===== src/rtl/mem_stage_pkg.sv =====
// Shared definitions for the memory stage: memop encodings, FSM states, default timeout.
package mem_stage_pkg;

    typedef enum logic [3:0] {
        MemNone = 4'd0,
        MemLw   = 4'd1,
        MemLh   = 4'd2,
        MemLhu  = 4'd3,
        MemLb   = 4'd4,
        MemLbu  = 4'd5,
        MemSw   = 4'd6,
        MemSh   = 4'd7,
        MemSb   = 4'd8
    } memop_e;

    typedef enum logic [1:0] {
        StIdle = 2'd0,
        StWait = 2'd1,
        StDone = 2'd2
    } state_e;

    localparam int unsigned DefaultTimeout = 255;

endpackage


===== src/rtl/load_align.sv =====
// Load lane selection and sign/zero extension of a 32-bit memory word.
module load_align
    import mem_stage_pkg::*;
(
    input  memop_e      op,
    input  logic [1:0]  addr_lo,
    input  logic [31:0] word,
    output logic [31:0] result
);

    logic [7:0]  byte_sel;
    logic [15:0] half_sel;

    // Pick the addressed byte/half, then extend according to the load flavour.
    always_comb begin
        byte_sel = word[7:0];
        unique case (addr_lo)
            2'd0:    byte_sel = word[7:0];
            2'd1:    byte_sel = word[15:8];
            2'd2:    byte_sel = word[23:16];
            default: byte_sel = word[31:24];
        endcase
        half_sel = addr_lo[1] ? word[31:16] : word[15:0];

        result = 32'h0;
        unique case (op)
            MemLw:   result = word;
            MemLh:   result = {{16{half_sel[15]}}, half_sel};
            MemLhu:  result = {16'h0, half_sel};
            MemLb:   result = {{24{byte_sel[7]}}, byte_sel};
            MemLbu:  result = {24'h0, byte_sel};
            default: result = 32'h0;
        endcase
    end

endmodule


===== src/rtl/mem_stage.sv =====
// Pipeline memory stage: drives the data-memory port, stalls until ack or timeout,
// and returns the extended load result for one DONE cycle.
module mem_stage
    import mem_stage_pkg::*;
#(
    parameter int unsigned TIMEOUT = DefaultTimeout
) (
    input  logic        clk,
    input  logic        rst_n,
    input  logic [3:0]  M_memop,
    input  logic [31:0] M_valE,
    input  logic [31:0] M_valB,
    output logic        dmem_req,
    output logic        dmem_we,
    output logic [31:0] dmem_addr,
    output logic [31:0] dmem_wdata,
    output logic [3:0]  dmem_be,
    input  logic [31:0] dmem_rdata,
    input  logic        dmem_ack,
    output logic [31:0] m_valM,
    output logic        m_stall,
    output logic        m_err
);

    localparam logic [7:0] TimeoutCnt = 8'(TIMEOUT);

    memop_e      op;
    logic        is_store;
    logic        aligned;
    logic        access;
    logic        misalign;
    logic [31:0] ext;

    state_e      state_q, state_d;
    logic [31:0] hold_q, hold_d;
    logic [7:0]  cnt_q, cnt_d;
    logic        err_q, err_d;
    logic [7:0]  cnt_inc;

    // Decode the memop into store/alignment qualifiers.
    always_comb begin
        op       = memop_e'(M_memop);
        is_store = 1'b0;
        aligned  = 1'b1;
        unique case (op)
            MemLw:         aligned = (M_valE[1:0] == 2'b00);
            MemLh, MemLhu: aligned = ~M_valE[0];
            MemSw: begin
                is_store = 1'b1;
                aligned  = (M_valE[1:0] == 2'b00);
            end
            MemSh: begin
                is_store = 1'b1;
                aligned  = ~M_valE[0];
            end
            MemSb:         is_store = 1'b1;
            default:       aligned = 1'b1;
        endcase
        access   = (op != MemNone) && aligned;
        misalign = (op != MemNone) && !aligned;
    end

    // Address, store lane replication and byte enables, straight from the M register.
    always_comb begin
        dmem_addr  = {M_valE[31:2], 2'b00};
        dmem_we    = is_store;
        dmem_be    = 4'b1111;
        dmem_wdata = M_valB;
        unique case (op)
            MemSb: begin
                dmem_wdata = {4{M_valB[7:0]}};
                dmem_be    = 4'b0001 << M_valE[1:0];
            end
            MemSh: begin
                dmem_wdata = {2{M_valB[15:0]}};
                dmem_be    = 4'b0011 << M_valE[1:0];
            end
            default: ;
        endcase
    end

    load_align u_load_align (
        .op      (op),
        .addr_lo (M_valE[1:0]),
        .word    (hold_q),
        .result  (ext)
    );

    // Handshake and result outputs; misaligned ops report an error without stalling.
    always_comb begin
        dmem_req = ((state_q == StIdle) && access) || (state_q == StWait);
        m_stall  = access && (state_q != StDone);
        m_err    = misalign || ((state_q == StDone) && err_q);
        m_valM   = ((state_q == StDone) && !err_q) ? ext : 32'h0;
    end

    // Next-state logic: ack beats timeout, DONE lasts exactly one cycle.
    always_comb begin
        state_d = state_q;
        hold_d  = hold_q;
        cnt_d   = cnt_q;
        err_d   = err_q;
        cnt_inc = cnt_q + 8'd1;
        unique case (state_q)
            StIdle: begin
                if (access) begin
                    if (dmem_ack) begin
                        state_d = StDone;
                        hold_d  = dmem_rdata;
                        err_d   = 1'b0;
                        cnt_d   = 8'd0;
                    end else begin
                        state_d = StWait;
                    end
                end
            end
            StWait: begin
                if (dmem_ack) begin
                    state_d = StDone;
                    hold_d  = dmem_rdata;
                    err_d   = 1'b0;
                    cnt_d   = 8'd0;
                end else if (cnt_inc == TimeoutCnt) begin
                    state_d = StDone;
                    err_d   = 1'b1;
                    cnt_d   = 8'd0;
                end else begin
                    cnt_d = cnt_inc;
                end
            end
            StDone:  state_d = StIdle;
            default: state_d = StIdle;
        endcase
    end

    // State register with asynchronous active-low reset.
    always_ff @(posedge clk or negedge rst_n) begin
        if (!rst_n) begin
            state_q <= StIdle;
            hold_q  <= 32'h0;
            cnt_q   <= 8'd0;
            err_q   <= 1'b0;
        end else begin
            state_q <= state_d;
            hold_q  <= hold_d;
            cnt_q   <= cnt_d;
            err_q   <= err_d;
        end
    end

endmodule


===== config.mk =====
export PLATFORM = sky130hd
export DESIGN_NAME = mem_stage
export DESIGN_NICKNAME = d
export VERILOG_FILES = /design/src/rtl/mem_stage_pkg.sv /design/src/rtl/load_align.sv /design/src/rtl/mem_stage.sv
export SDC_FILE = /design/constraint.sdc
export NUM_CORES = 1
export LEC_CHECK = 0
export BUFFER_PORTS_ARGS = -buffer_cell sky130_fd_sc_hd__buf_2
export CAP_MARGIN = 20
export CELL_PAD_IN_SITES_DETAIL_PLACEMENT = 0
export CELL_PAD_IN_SITES_GLOBAL_PLACEMENT = 2
export CORE_MARGIN = 2
export CORE_UTILIZATION = 21
export DETAILED_ROUTE_END_ITERATION = 12
export PLACE_DENSITY = 0.88
export SLEW_MARGIN = 20
export SYNTH_ARGS = -nofsm -noshare
export SYNTH_HDL_FRONTEND = slang
export SYNTH_SLANG_ARGS = --single-unit

===== constraint.sdc =====
create_clock -name clk -period 2.3 [get_ports clk]
set_input_delay 0.46 -clock clk [delete_from_list [all_inputs] [get_ports clk]]
set_output_delay 0.46 -clock clk [all_outputs]
set_load 0.05 [all_outputs]

* Word level (Yosys, flattened, before mapping)
Index checks and enable logic that the tools add are counted.
Storage, ports and cells: memories 0, bits of input ports 103, bits in writable memories 0, output and inout port bits 104, memory bits (read-only) 0, latch bits 0, register bits 43
Operators by class: shift-type cells 2, add/sub/neg operators 1, muxes and demuxes 26, multiply operators 0, divide/modulo/power cells 0, bitwise logic cells 1, reductions and logical operators 21, magnitude comparators 0, equality and inequality tests 17
Operators by type and width (number):
- case mux 32 bit (5 select lines) | 1
- case mux 32 bit (2 select lines) | 2
- two-way mux 32 bit | 3
- two-way mux 8 bit | 4
- case mux 8 bit (3 select lines) | 1
- == test 4 x 3 -> 1 bit, second input constant | 4
- two-way mux 16 bit | 1
- case mux 8 bit (2 select lines) | 1
- adder 8 x 1 -> 8 bit, second input constant | 1
- == test 4 x 2 -> 1 bit, second input constant | 2
- == test 8 bit, second input constant | 1
- two-way mux 2 bit | 4
- case mux 4 bit (2 select lines) | 1
- logical AND 1 bit | 6
- inequality test 2 bit, second input constant | 3
- OR reduction 3 bit | 2
- two-way mux 1 bit | 5
- == test 2 x 1 -> 1 bit, second input constant | 2
- == test 2 bit, second input constant | 2
- == test 4 x 1 -> 1 bit, second input constant | 1
- == test 4 bit, second input constant | 1
- zero test 2 bit | 2
- case mux 1 bit (2 select lines) | 2
- case mux 2 bit (2 select lines) | 1
- 12 further kinds | 15

* Logic depth before layout (Yosys ltp)
depth in word-level cells 6, depth in mapped cells 9, gate-level depth less buffers 7

* By module
A second synthesis with hierarchy kept.
Second synthesis, totals: cell total of the unflattened synthesis 387, area total of the unflattened synthesis 3667.3 um2
Modules (own cells, without submodules):
- mem_stage | instances 1, area each 3005.4 um2, cells each 302, seq. area each 1076.0 um2
- load_align | instances 1, area each 661.9 um2, cells each 85, seq. area each 0.0 um2

* Least setup slack after synthesis
No wires, ideal clock.
path type input to output, start point in M_valE[0], end point out m_valM[21], path slack -617 ps, buffers on the path 3, data required time 1840 ps, data arrival time 2457 ps, cell stages on the path 8, path through clkbuf_1 > a211oi_1 > a21oi_1 > a31oi_1 > or3_1 > buf_2 > clkbuf_1 > a21oi_1
On the way: cells in the longest elaborated chain, start to end 4, elaborated cells on any way between the ends 6, classes of those cells 2 x eq/ne; 3 x mux; 1 x reduce/logical
RTL lines:
- start: declaration | RTL line mem_stage.sv:11 | input logic [31:0] M_valE,
- == test 2 bit (tied with other cells) | RTL line load_align.sv:17 | unique case (addr_lo)
- case mux 8 bit (3 select lines) (*) | RTL line load_align.sv:17
- case mux 32 bit (5 select lines) (*) | RTL line load_align.sv:26 | unique case (op)
- two-way mux 32 bit (*) | RTL line mem_stage.sv:94 | m_valM = ((state_q == StDone) && !err_q) ? ext : 32'h0;
- end: declaration | RTL line mem_stage.sv:20 | output logic [31:0] m_valM,
Every way passes the cells marked *; elsewhere a longest branch is shown, timed or not.

* Worst setup path in the final report
start point reg hold_q[7], end point out m_valM[15]
On the way: cells in the longest elaborated chain, start to end 3
RTL lines:
- start: declaration | RTL line mem_stage.sv:35 | logic [31:0] hold_q, hold_d;
- start signal: assignment | RTL line mem_stage.sv:145 | hold_q <= hold_d;
- case mux 8 bit (3 select lines) | RTL line load_align.sv:17
- case mux 32 bit (5 select lines) | RTL line load_align.sv:26
- two-way mux 32 bit | RTL line mem_stage.sv:94
No other way between the ends.

==> results.sh <==
export IMPL_status="finished, violations left"
export IMPL_violations="setup timing"
export IMPL_ys_top_cells_by_area="dfrtp_1 (32%), mux2_1 (10%), buf_4 (9.0%)"
export IMPL_hold_violations=0
export IMPL_core_area_mm2=0.0157
export IMPL_vdd_ir_drop_max_mv=0.457
export IMPL_fin_crit_ns=2.50
export IMPL_synthArstFlopShare_pct=100
export IMPL_drt_initial_drc_count=126
export IMPL_slew_viol_final=0
export IMPL_nets=623
export IMPL_ys_flop_type="dfrtp_1"
export IMPL_placedCellCount=717
export IMPL_cts_max_path_buffers=2
export IMPL_initial_core_util_pct=21.3
export IMPL_crit_type="flip-flop to primary output"
export IMPL_final_util_pct=34.4
export IMPL_synth_top_cells_by_count="nand2_1 (73), dfrtp_1 (43), buf_4 (40)"
export IMPL_drive_gt1_share_pct=57.8
export IMPL_synthCells=378
export IMPL_max_slew_margin_pct=61.3
export IMPL_ys_ff_latch=43
export IMPL_grt_pass1_vias=3379
export IMPL_clock_skew_ns=0.00467
export IMPL_ys_warn_count=0
export IMPL_synth_area_mm2=0.00334
export IMPL_dieArea_mm2=0.0170
export IMPL_pwr_density_cell_mw_per_mm2=619
export IMPL_first_pass_iters=5
export IMPL_area_delta_synth_final_pct=61.4
export IMPL_fp_dieH_um=130
export IMPL_synth_most_common_cell="nand2_1"
export IMPL_worstSetupStartpoint="hold_q[7]"
export IMPL_cp_max_fo=5
export IMPL_grt_max_degree=44
export IMPL_setup_ws_ns=-0.201
export IMPL_postRouteAntennaNets=0
export IMPL_r2r_cells=7
export IMPL_pre_cts_slack_ns=-0.319
export IMPL_cts_tree="built"
export IMPL_arrival_ns=2.04
export IMPL_die_w_um=130
export IMPL_cp_data_required_time_ns=1.84
export IMPL_hpwl_um=8650
export IMPL_leakagePower_nw=2.26
export IMPL_fmaxAchievable_mhz=400
export IMPL_setup_viol=32
export IMPL_wl_per_cell_um=16.3
export IMPL_instances_no_fill=733
export IMPL_drcViolationCount=0
export IMPL_synth_edf_count=0
export IMPL_routed_via_density=4.58
export IMPL_synth_top_cell_area_share_pct=32.2
export IMPL_insertion_delay_ns=0.28
export IMPL_hp_class="primary input to async pin"
export IMPL_placed_cell_area_mm2=0.00478
export IMPL_cts_htree_levels=2
export IMPL_clkSlewWorstSetupHoldPaths_ns=0.06
export IMPL_grt_pass1_wl_um=17700
export IMPL_n_fill_cell=1617
export IMPL_portBuffers=144
export IMPL_num_io_pins=207
export IMPL_syn_avg_cell_area_um2=8.85
export IMPL_grt_overflow=0
export IMPL_min_period_over_period_pct=109
export IMPL_worstSetupStartpointType="flip-flop"
export IMPL_yosysSeqAreaShare_pct=32.2
export IMPL_antenna_found_initial=0
export IMPL_cts_sinks=43
export IMPL_yosysTopAreaCell="dfrtp_1"
export IMPL_gp_congestion=0.808
export IMPL_cp_end_kind="primary output"
export IMPL_synthDistinctLibCells=46
export IMPL_n_antenna_cell=0
export IMPL_rsz0062_at_grt="true"
export IMPL_grt_usage_pct=13.4
export IMPL_rows=46
export IMPL_wirelength_um=11900
export IMPL_cts_root_buffer="clkbuf_16"
export IMPL_regToRegStartpoint="cnt_q[0]"
export IMPL_total_power_w=0.00334
export IMPL_tightest_slew_ns=0.581
export IMPL_maxCapViolCount=0
export IMPL_num_vias=3360
export IMPL_cts_made_buffers=5
export IMPL_final_area_mm2=0.00540
## final timing paths
kind	end	slack (ns)
max in group asynchronous	cnt_q[2]	1.64
worst min-delay path	hold_q[21]	0.26
worst max-delay path	m_valM[15]	-0.20
worst min register to register	hold_q[1]	0.52
worst max register to register	cnt_q[3]	0.20
min in group clk	state_q[0]	0.39
## state kept, by name, summed over array words and instances (netlist names)
name and count:
hold_q 32, cnt_q 8, state_q 2, err_q 1
## worst max-delay path: stages (launching register included)
cell and delay (ns):
dfrtp_1 0.37, nor2b_4 0.15, a211oi_2 0.05, a21oi_2 0.13
a31oi_1 0.09, or3_4 0.44, buf_12 0.18, a21oi_4 0.18
buf_12 0.16
## metal layers
metal / global-route usage [%] / up-vias / routed length (um)
met4: 4.49 / 0 / 259
met2: 25.3 / 149 / 6110
met5: 0 / - / 0
li1: - / 1573 / -
met3: 2.09 / 22 / 789
met1: 15.5 / 1616 / 4780
## final cells by class
cell class,count,area (um2),area share (%)
Inverter,7,26.3,0.487
Sequential cell,43,1080,19.9
Timing Repair Buffer,201,1630,30.1
Multi-Input combinational cell,260,2270,42.1
Tap cell,216,270,5.01
Clock buffer,6,129,2.39
## layout by cell type, fill, tap and decap left out, types with 10 or more instances in the layout
cell,netlist,routed
a21oi_4,0,26
a22oi_1,17,17
buf_12,0,11
buf_2,8,97
buf_4,40,54
buf_6,5,31
dfrtp_1,43,43
mux2_1,30,30
mux2_2,11,10
nand2_1,73,57
nand2_2,0,16
## stage by stage
stage	TNS [ns]	hold slack, ns
floorplan	-3.62	0.164
global placement	-8.58	0.491
detailed placement	-12.64	0.503
CTS	-4.55	0.280
global route	-7.19	0.307
finish	-4.58	0.259
## report_power, final
part | switching, W | leakage (nW) | total [W] | internal, W
Clock | 0.000272 | 0.0628 | 0.000663 | 0.000391
Combinational | 0.000757 | 1.68 | 0.00143 | 0.000673
Sequential | 0.000239 | 0.521 | 0.00125 | 0.00101
Total | 0.00127 | 2.26 | 0.00334 | 0.00208
## kinds of logic after synthesis
family / after synthesis / synth area share [%]
XOR/XNOR: 4 / 1.05
AND/OR/NAND/NOR: 124 / 16.5
adder cells (fa/ha/maj): 2 / 0.748
other: 1 / 0.112
flip-flops: 43 / 32.2
buffers and inverters: 76 / 14.4
multiplexers: 49 / 18.8
AO/OA/AOI/OAI: 79 / 16.1
## timing repair
action / 4_1_cts / 5_1_grt
buffers inserted: 5 / 2
gates resized for setup: 89 / 21
cloned: 3 / 2
hold buffers: 0 / 0
pin swaps: 8 / 12
setup endpoints to repair: 56 / 38
Note: power is estimated with default switching activity, not from simulation.
